## src/rtl/ahb_pkg.sv

```systemverilog
// rtl/ahb_pkg.sv - shared types, constants and address-check helper for the AHB memory slave
package ahb_pkg;

    localparam int   DATA_W     = 32;
    localparam logic RESP_OKAY  = 1'b0;
    localparam logic RESP_ERROR = 1'b1;

    typedef enum logic [2:0] {
        ST_IDLE = 3'd0,
        ST_WAIT = 3'd1,
        ST_DONE = 3'd2,
        ST_ERR1 = 3'd3,
        ST_ERR2 = 3'd4
    } state_t;

    // Offset is haddr minus the window base, so addresses below the base wrap high and fail too.
    function automatic logic addr_error(input logic [1:0]  byte_lane,
                                        input logic [31:0] offset,
                                        input logic [31:0] win_bytes);
        return (byte_lane != 2'b00) || (offset >= win_bytes);
    endfunction

endpackage

```

## src/rtl/ahb_mem_slave_if.sv

```systemverilog
// rtl/ahb_mem_slave_if.sv - muxed AHB address/data bus seen by one memory slave slot
interface ahb_mem_slave_if;
    import ahb_pkg::*;

    logic              hsel;
    logic              hready;
    logic              hwrite;
    logic [31:0]       haddr;
    logic [DATA_W-1:0] hwdata;
    logic              hreadyout;
    logic              hresp;
    logic [DATA_W-1:0] hrdata;

    modport master (
        output hsel, hready, hwrite, haddr, hwdata,
        input  hreadyout, hresp, hrdata
    );

    modport slave (
        input  hsel, hready, hwrite, haddr, hwdata,
        output hreadyout, hresp, hrdata
    );

endinterface

```

## src/rtl/ahb_mem_array.sv

```systemverilog
// rtl/ahb_mem_array.sv - sync-write / registered-read word RAM with same-edge write forwarding
module ahb_mem_array
    import ahb_pkg::*;
#(
    parameter int ADDR_W = 6
) (
    input  logic              clk,
    input  logic              rst,
    input  logic              wr_en,
    input  logic [ADDR_W-1:0] wr_idx,
    input  logic [DATA_W-1:0] wdata,
    input  logic              rd_en,
    input  logic [ADDR_W-1:0] rd_idx,
    output logic [DATA_W-1:0] rdata
);

    logic [DATA_W-1:0] mem [2**ADDR_W];

    always_ff @(posedge clk) begin
        if (rst) begin
            for (int i = 0; i < 2**ADDR_W; i++) begin
                mem[i] <= '0;
            end
            rdata <= '0;
        end else begin
            if (wr_en) begin
                mem[wr_idx] <= wdata;
            end
            // A read landing on the word being written this edge must see the new data.
            if (rd_en) begin
                rdata <= (wr_en && (wr_idx == rd_idx)) ? wdata : mem[rd_idx];
            end
        end
    end

endmodule

```

## src/rtl/ahb_mem_slave.sv

```systemverilog
// rtl/ahb_mem_slave.sv - AHB-style word memory slave with programmable wait states and error response
module ahb_mem_slave
    import ahb_pkg::*;
#(
    parameter int          ADDR_W      = 6,
    parameter int          WAIT_STATES = 1,
    parameter logic [31:0] BASE_ADDR   = 32'h0000_0000
) (
    input  logic           hclk,
    input  logic           hresetn,
    ahb_mem_slave_if.slave bus
);

    localparam logic [31:0] WIN_BYTES = 32'd4 << ADDR_W;
    localparam logic [2:0]  WS_LOAD   = 3'(WAIT_STATES - 1);
    localparam bit          ZERO_WS   = (WAIT_STATES == 0);

    state_t            state;
    logic [2:0]        wait_cnt;
    logic              lat_write;
    logic [ADDR_W-1:0] lat_idx;
    logic              ready_q;
    logic              resp_q;

    logic [31:0]       offset;
    logic              bad;
    logic              accept;
    logic              can_accept;
    logic              rd_now;
    logic              rd_late;
    logic              rd_en;
    logic              wr_en;
    logic [ADDR_W-1:0] idx_in;
    logic [ADDR_W-1:0] rd_idx;

    assign offset     = bus.haddr - BASE_ADDR;
    assign bad        = addr_error(bus.haddr[1:0], offset, WIN_BYTES);
    assign idx_in     = offset[ADDR_W+1:2];
    assign accept     = bus.hsel && bus.hready;
    assign can_accept = (state == ST_IDLE) || (state == ST_DONE) || (state == ST_ERR2);

    // With no wait states the read is launched on the accept edge straight from haddr,
    // otherwise on the last wait edge from the latched index.
    assign rd_now  = ZERO_WS && can_accept && accept && !bad && !bus.hwrite;
    assign rd_late = (state == ST_WAIT) && (wait_cnt == 3'd0) && !lat_write;
    assign rd_en   = (rd_now || rd_late) && !hresetn;
    assign rd_idx  = rd_now ? idx_in : lat_idx;
    assign wr_en   = (state == ST_DONE) && lat_write && !hresetn;

    assign bus.hreadyout = ready_q;
    assign bus.hresp     = resp_q;

    ahb_mem_array #(
        .ADDR_W (ADDR_W)
    ) u_mem (
        .clk    (hclk),
        .rst    (hresetn),
        .wr_en  (wr_en),
        .wr_idx (lat_idx),
        .wdata  (bus.hwdata),
        .rd_en  (rd_en),
        .rd_idx (rd_idx),
        .rdata  (bus.hrdata)
    );

    always_ff @(posedge hclk) begin
        if (hresetn) begin
            state     <= ST_IDLE;
            wait_cnt  <= 3'd0;
            lat_write <= 1'b0;
            lat_idx   <= '0;
            ready_q   <= 1'b1;
            resp_q    <= RESP_OKAY;
        end else begin
            case (state)
                ST_IDLE, ST_DONE, ST_ERR2: begin
                    if (accept) begin
                        lat_write <= bus.hwrite;
                        lat_idx   <= idx_in;
                        if (bad) begin
                            state   <= ST_ERR1;
                            ready_q <= 1'b0;
                            resp_q  <= RESP_ERROR;
                        end else if (ZERO_WS) begin
                            state   <= ST_DONE;
                            ready_q <= 1'b1;
                            resp_q  <= RESP_OKAY;
                        end else begin
                            state    <= ST_WAIT;
                            wait_cnt <= WS_LOAD;
                            ready_q  <= 1'b0;
                            resp_q   <= RESP_OKAY;
                        end
                    end else begin
                        state   <= ST_IDLE;
                        ready_q <= 1'b1;
                        resp_q  <= RESP_OKAY;
                    end
                end
                ST_WAIT: begin
                    if (wait_cnt == 3'd0) begin
                        state   <= ST_DONE;
                        ready_q <= 1'b1;
                    end else begin
                        wait_cnt <= wait_cnt - 3'd1;
                    end
                end
                ST_ERR1: begin
                    state   <= ST_ERR2;
                    ready_q <= 1'b1;
                    resp_q  <= RESP_ERROR;
                end
                default: begin
                    state   <= ST_IDLE;
                    ready_q <= 1'b1;
                    resp_q  <= RESP_OKAY;
                end
            endcase
        end
    end

endmodule

```

## src/flat_wrapper.sv

```systemverilog
// flat-port wrapper written by rule: the top's interface ports become plain ports
module ahb_mem_slave_flat import ahb_pkg::*;
#(
    parameter int          ADDR_W      = 6,
    parameter int          WAIT_STATES = 1,
    parameter logic [31:0] BASE_ADDR   = 32'h0000_0000
)
  (hclk, hresetn, bus_hsel, bus_hready, bus_hwrite, bus_haddr, bus_hwdata, bus_hreadyout, bus_hresp, bus_hrdata);
  ahb_mem_slave_if bus_i ();
  input  logic hclk;
  input  logic hresetn;
  input wire logic [$bits(bus_i.hsel)-1:0] bus_hsel;
  input wire logic [$bits(bus_i.hready)-1:0] bus_hready;
  input wire logic [$bits(bus_i.hwrite)-1:0] bus_hwrite;
  input wire logic [$bits(bus_i.haddr)-1:0] bus_haddr;
  input wire logic [$bits(bus_i.hwdata)-1:0] bus_hwdata;
  output wire logic [$bits(bus_i.hreadyout)-1:0] bus_hreadyout;
  output wire logic [$bits(bus_i.hresp)-1:0] bus_hresp;
  output wire logic [$bits(bus_i.hrdata)-1:0] bus_hrdata;
  assign bus_i.hsel = bus_hsel;
  assign bus_i.hready = bus_hready;
  assign bus_i.hwrite = bus_hwrite;
  assign bus_i.haddr = bus_haddr;
  assign bus_i.hwdata = bus_hwdata;
  assign bus_hreadyout = bus_i.hreadyout;
  assign bus_hresp = bus_i.hresp;
  assign bus_hrdata = bus_i.hrdata;
  ahb_mem_slave #(.ADDR_W(ADDR_W), .WAIT_STATES(WAIT_STATES), .BASE_ADDR(BASE_ADDR)) u_core (.hclk(hclk), .hresetn(hresetn), .bus(bus_i));
endmodule
```

## config.mk

```make
export PLATFORM = sky130hd
export DESIGN_NAME = ahb_mem_slave_flat
export DESIGN_NICKNAME = d
export VERILOG_FILES = /design/src/rtl/ahb_pkg.sv /design/src/rtl/ahb_mem_slave_if.sv /design/src/rtl/ahb_mem_array.sv /design/src/rtl/ahb_mem_slave.sv /design/src/flat_wrapper.sv
export SDC_FILE = /design/constraint.sdc
export NUM_CORES = 2
export LEC_CHECK = 0
export ABC_AREA = 1
export CORE_ASPECT_RATIO = 0.9
export CORE_MARGIN = 4
export CORE_UTILIZATION = 55
export DETAILED_ROUTE_END_ITERATION = 12
export PLACE_DENSITY = 0.85
export SKIP_CTS_REPAIR_TIMING = 1
export SYNTH_ARGS = -nofsm -noshare
export SYNTH_HDL_FRONTEND = slang
export SYNTH_SLANG_ARGS = --single-unit
export TNS_END_PERCENT = 100
```

## constraint.sdc

```tcl
create_clock -name hclk -period 2.8 [get_ports hclk]
set_input_delay 0.42 -clock hclk [delete_from_list [all_inputs] [get_ports hclk]]
set_output_delay 0.42 -clock hclk [all_outputs]
set_load 0.01 [all_outputs]
```

==> out/results.txt <==
DRT antenna net count: 0
Crit start category: flop
Mapped Nets: 11.3k
Commonest non-fill, non-tap cells in the layout: nand2_1, nor2_1, edfxtp_1
Switching Share: 25.3%
CP delay by family, top: buffers and inverters
Final Wtd Congestion: 0.979
Ys async rst share: 0%
Vias/cell: 5.78
Cell Pwr Density: 633 mW/mm^2
First-pass GRT wire length: 452000 microns
GRT Overall Usage: 32.7%
Post-Syn Instances: 11.2k
Final setup fails: 0
Clock power frac: 38.3%
Worst slew pin tran: 1180 ps
H-tree levels: 4
Upper clock frequency limit: 368 MHz
Fin crit share: 97.0%
Unrepaired setup endpoints after global routing: no
Yosys cell types: 26
DR DRC count: 0
DP Wirelength: 187000 microns
NetSw: 17.5 mW
Post-Layout Cell Count: 13.6k
Total grt overflow: 0
P_leak: 49.3 nW
Required @ worst endpoint: 3310 ps
CTS root buf: clkbuf_16
Peak VDD IR: 614 uV
Number of global-route vias before repair: 74.0k
Die Area: 0.183 sq mm
HP Class: in -> reg
Io pins: 103
Buffers and inverters on the worst path: 5
Int Pwr: 51.5 mW
Crit path launch: u_core.lat_write
Fin area: 0.109 sq mm
Die width: 451 microns
# nets final: 11.2k
Initial antenna violation count: 14
Post-synthesis register bit count: 2095
Synth top area share: 63.3%
Mapped cell area: 0.0971 sq mm
Share of cells above drive strength 1: 6.27%
CTS tree: done
CP max stage delay: 410 ps
Synthesis Warnings: 0
Largest net degree at the start of global routing: 138
Pre-antenna DRT Iters: 7
CTS Sinks: 2095
Worst Setup Path Type: reg -> reg
Worst-skew pair later-pin latency: 870 ps
Row cnt: 146
I/O Buffers: 102
Mean Syn Cell Area: 8.64 sq um
Synth-to-Final Area Change: 12.1%
Post-synth EDFFs: 2048
Worst EP arrival: 3220 ps
Most common cell after layout, fill and taps aside: nand2_1
Initial core utilization: 55.3%
CTS Buf Count: 198
Reg clk slew, reported paths: 60 ps
Sequential fraction of the synthesis area: 64.3%
Min Tclk post-route: 2720 ps
Cell Area, Placed: 0.103 sq mm
Area leader, netlist: edfxtp_1
Max-slew violation count: 0
Hold Startpoint: bus_hwrite
Logic pwr share: 9.9%
Routed WL per cell: 22.5 microns
Endpoints failing hold: 0
Prevailing post-synth register cell: edfxtp_1
Clock tree buffer depth: 3
Status: complete, no violations
Synth area leaders: edfxtp_1, nand2_1, nor2_1, clkbuf_1, dfxtp_1
Max_cap viols: 0
Crit path cell chain: inv_1 -> nor3_1 -> buf_4 -> nand3_2 -> buf_4 -> nor3_2 -> buf_12 -> nand2_1 -> nand2_1 -> buf_4
Drt first-iter violations: 13.5k
R2R Path Start: u_core.lat_write
Core area: 0.176 sq mm
Util after Layout: 61.9%
WL final: 307000 microns
Die H: 407 microns
Critical path capture point type: flop
Worst-path maximum fanout: 32
Vias: 78.8k
Placed cell count: 13.2k
Crit path max-delay cell type: buf_4
Slew HR: 21.4%
Worst Skew: 47.7 ps
Reg power frac: 51.8%
Most frequent CP cell: buf_4
## final cells by class
class	instances	area (sq um)
Inverter	134	567
Tap cell	2368	2960
Antenna cell	8	20.0
Clock inverter	112	997
Sequential cell	2095	62500
Multi-Input combinational cell	8175	31000
Timing Repair Buffer	475	5600
Clock buffer	252	5240
Fill cell	13563	66900
## cell families (layout without fill, tap and decap cells)
family | after synthesis | count (layout) | synth area share [%]
xor gates and xnor gates | 1 | 1 | 0.00902
AOI/OAI and AO/OA | 44 | 44 | 0.241
buffers and inverters | 965 | 973 | 3.82
adders and majority gates | 2 | 2 | 0.0258
other | 0 | 8 | 0
and+or+nand+nor | 8128 | 8128 | 31.6
DFF | 2095 | 2095 | 64.3
## synthesized netlist by cell type (all sizes together), types with 2 or more instances
master  instances
dfxtp          47
nor4            3
nand2        5906
or2             3
nand3          49
inv           134
nor2         2144
a21oi          21
o211ai          4
o21ai          17
buf           109
nand4           4
edfxtp       2048
clkbuf        722
ha              2
nand3b          2
nor3           17
## flip-flops by register name, indices dropped and copies added, names as in the netlist
signal                count
u_core.lat_write          1
u_core.lat_idx            6
u_core.bus.hreadyout      1
u_core.u_mem.rdata       32
u_core.state              3
u_core.wait_cnt           3
u_core.u_mem.mem       2048
u_core.bus.hresp          1
## power groups by stage
stage	clock network [mW]	logic, mW	registers (mW)
2_1_floorplan	0	3.66	36.2
3_3_place_gp	0	6.41	36.3
3_5_place_dp	0	6.53	36.4
4_1_cts	26.4	6.59	35.7
5_1_grt	27.7	7.23	35.8
6_report	26.4	6.83	35.7
## metal layers
metal	track usage, %	part of all wire, %	up-vias
met2	47.8	43	6274
met3	8.85	16	953
met5	0	0.0091	-
met1	43.4	34	36589
li1	-	-	34931
met4	21.2	7.4	4
## per-stage QoR
stage / power [mW] / hold slack [ps] / setup TNS [ps] / setup slack (ps)
floorplan: 39.9 / 445 / 0 / 0.0915
global placement: 42.7 / 445 / -669 / -23.0
detailed placement: 42.9 / 456 / -325 / -12.2
CTS: 68.6 / 220 / 0 / 156
global route: 70.7 / 263 / 0 / 12.9
finish: 68.9 / 265 / 0 / 84.3
## path summary, 6_finish.rpt
path,endpoint,slack [ps],cells past startpoint
hold / removal,u_core.lat_write,260,3
setup / recovery,u_core.u_mem.mem[62][17],80,10
setup reg to reg,u_core.u_mem.mem[62][17],80,10
hold reg to reg,u_core.wait_cnt[0],460,2
## worst min-delay path, cell delays in order
cell	delay, ps
clkdlybuf4s50_1	400
o21ai_0	190
a21oi_1	60
Note: power is estimated with default switching activity, not from simulation.
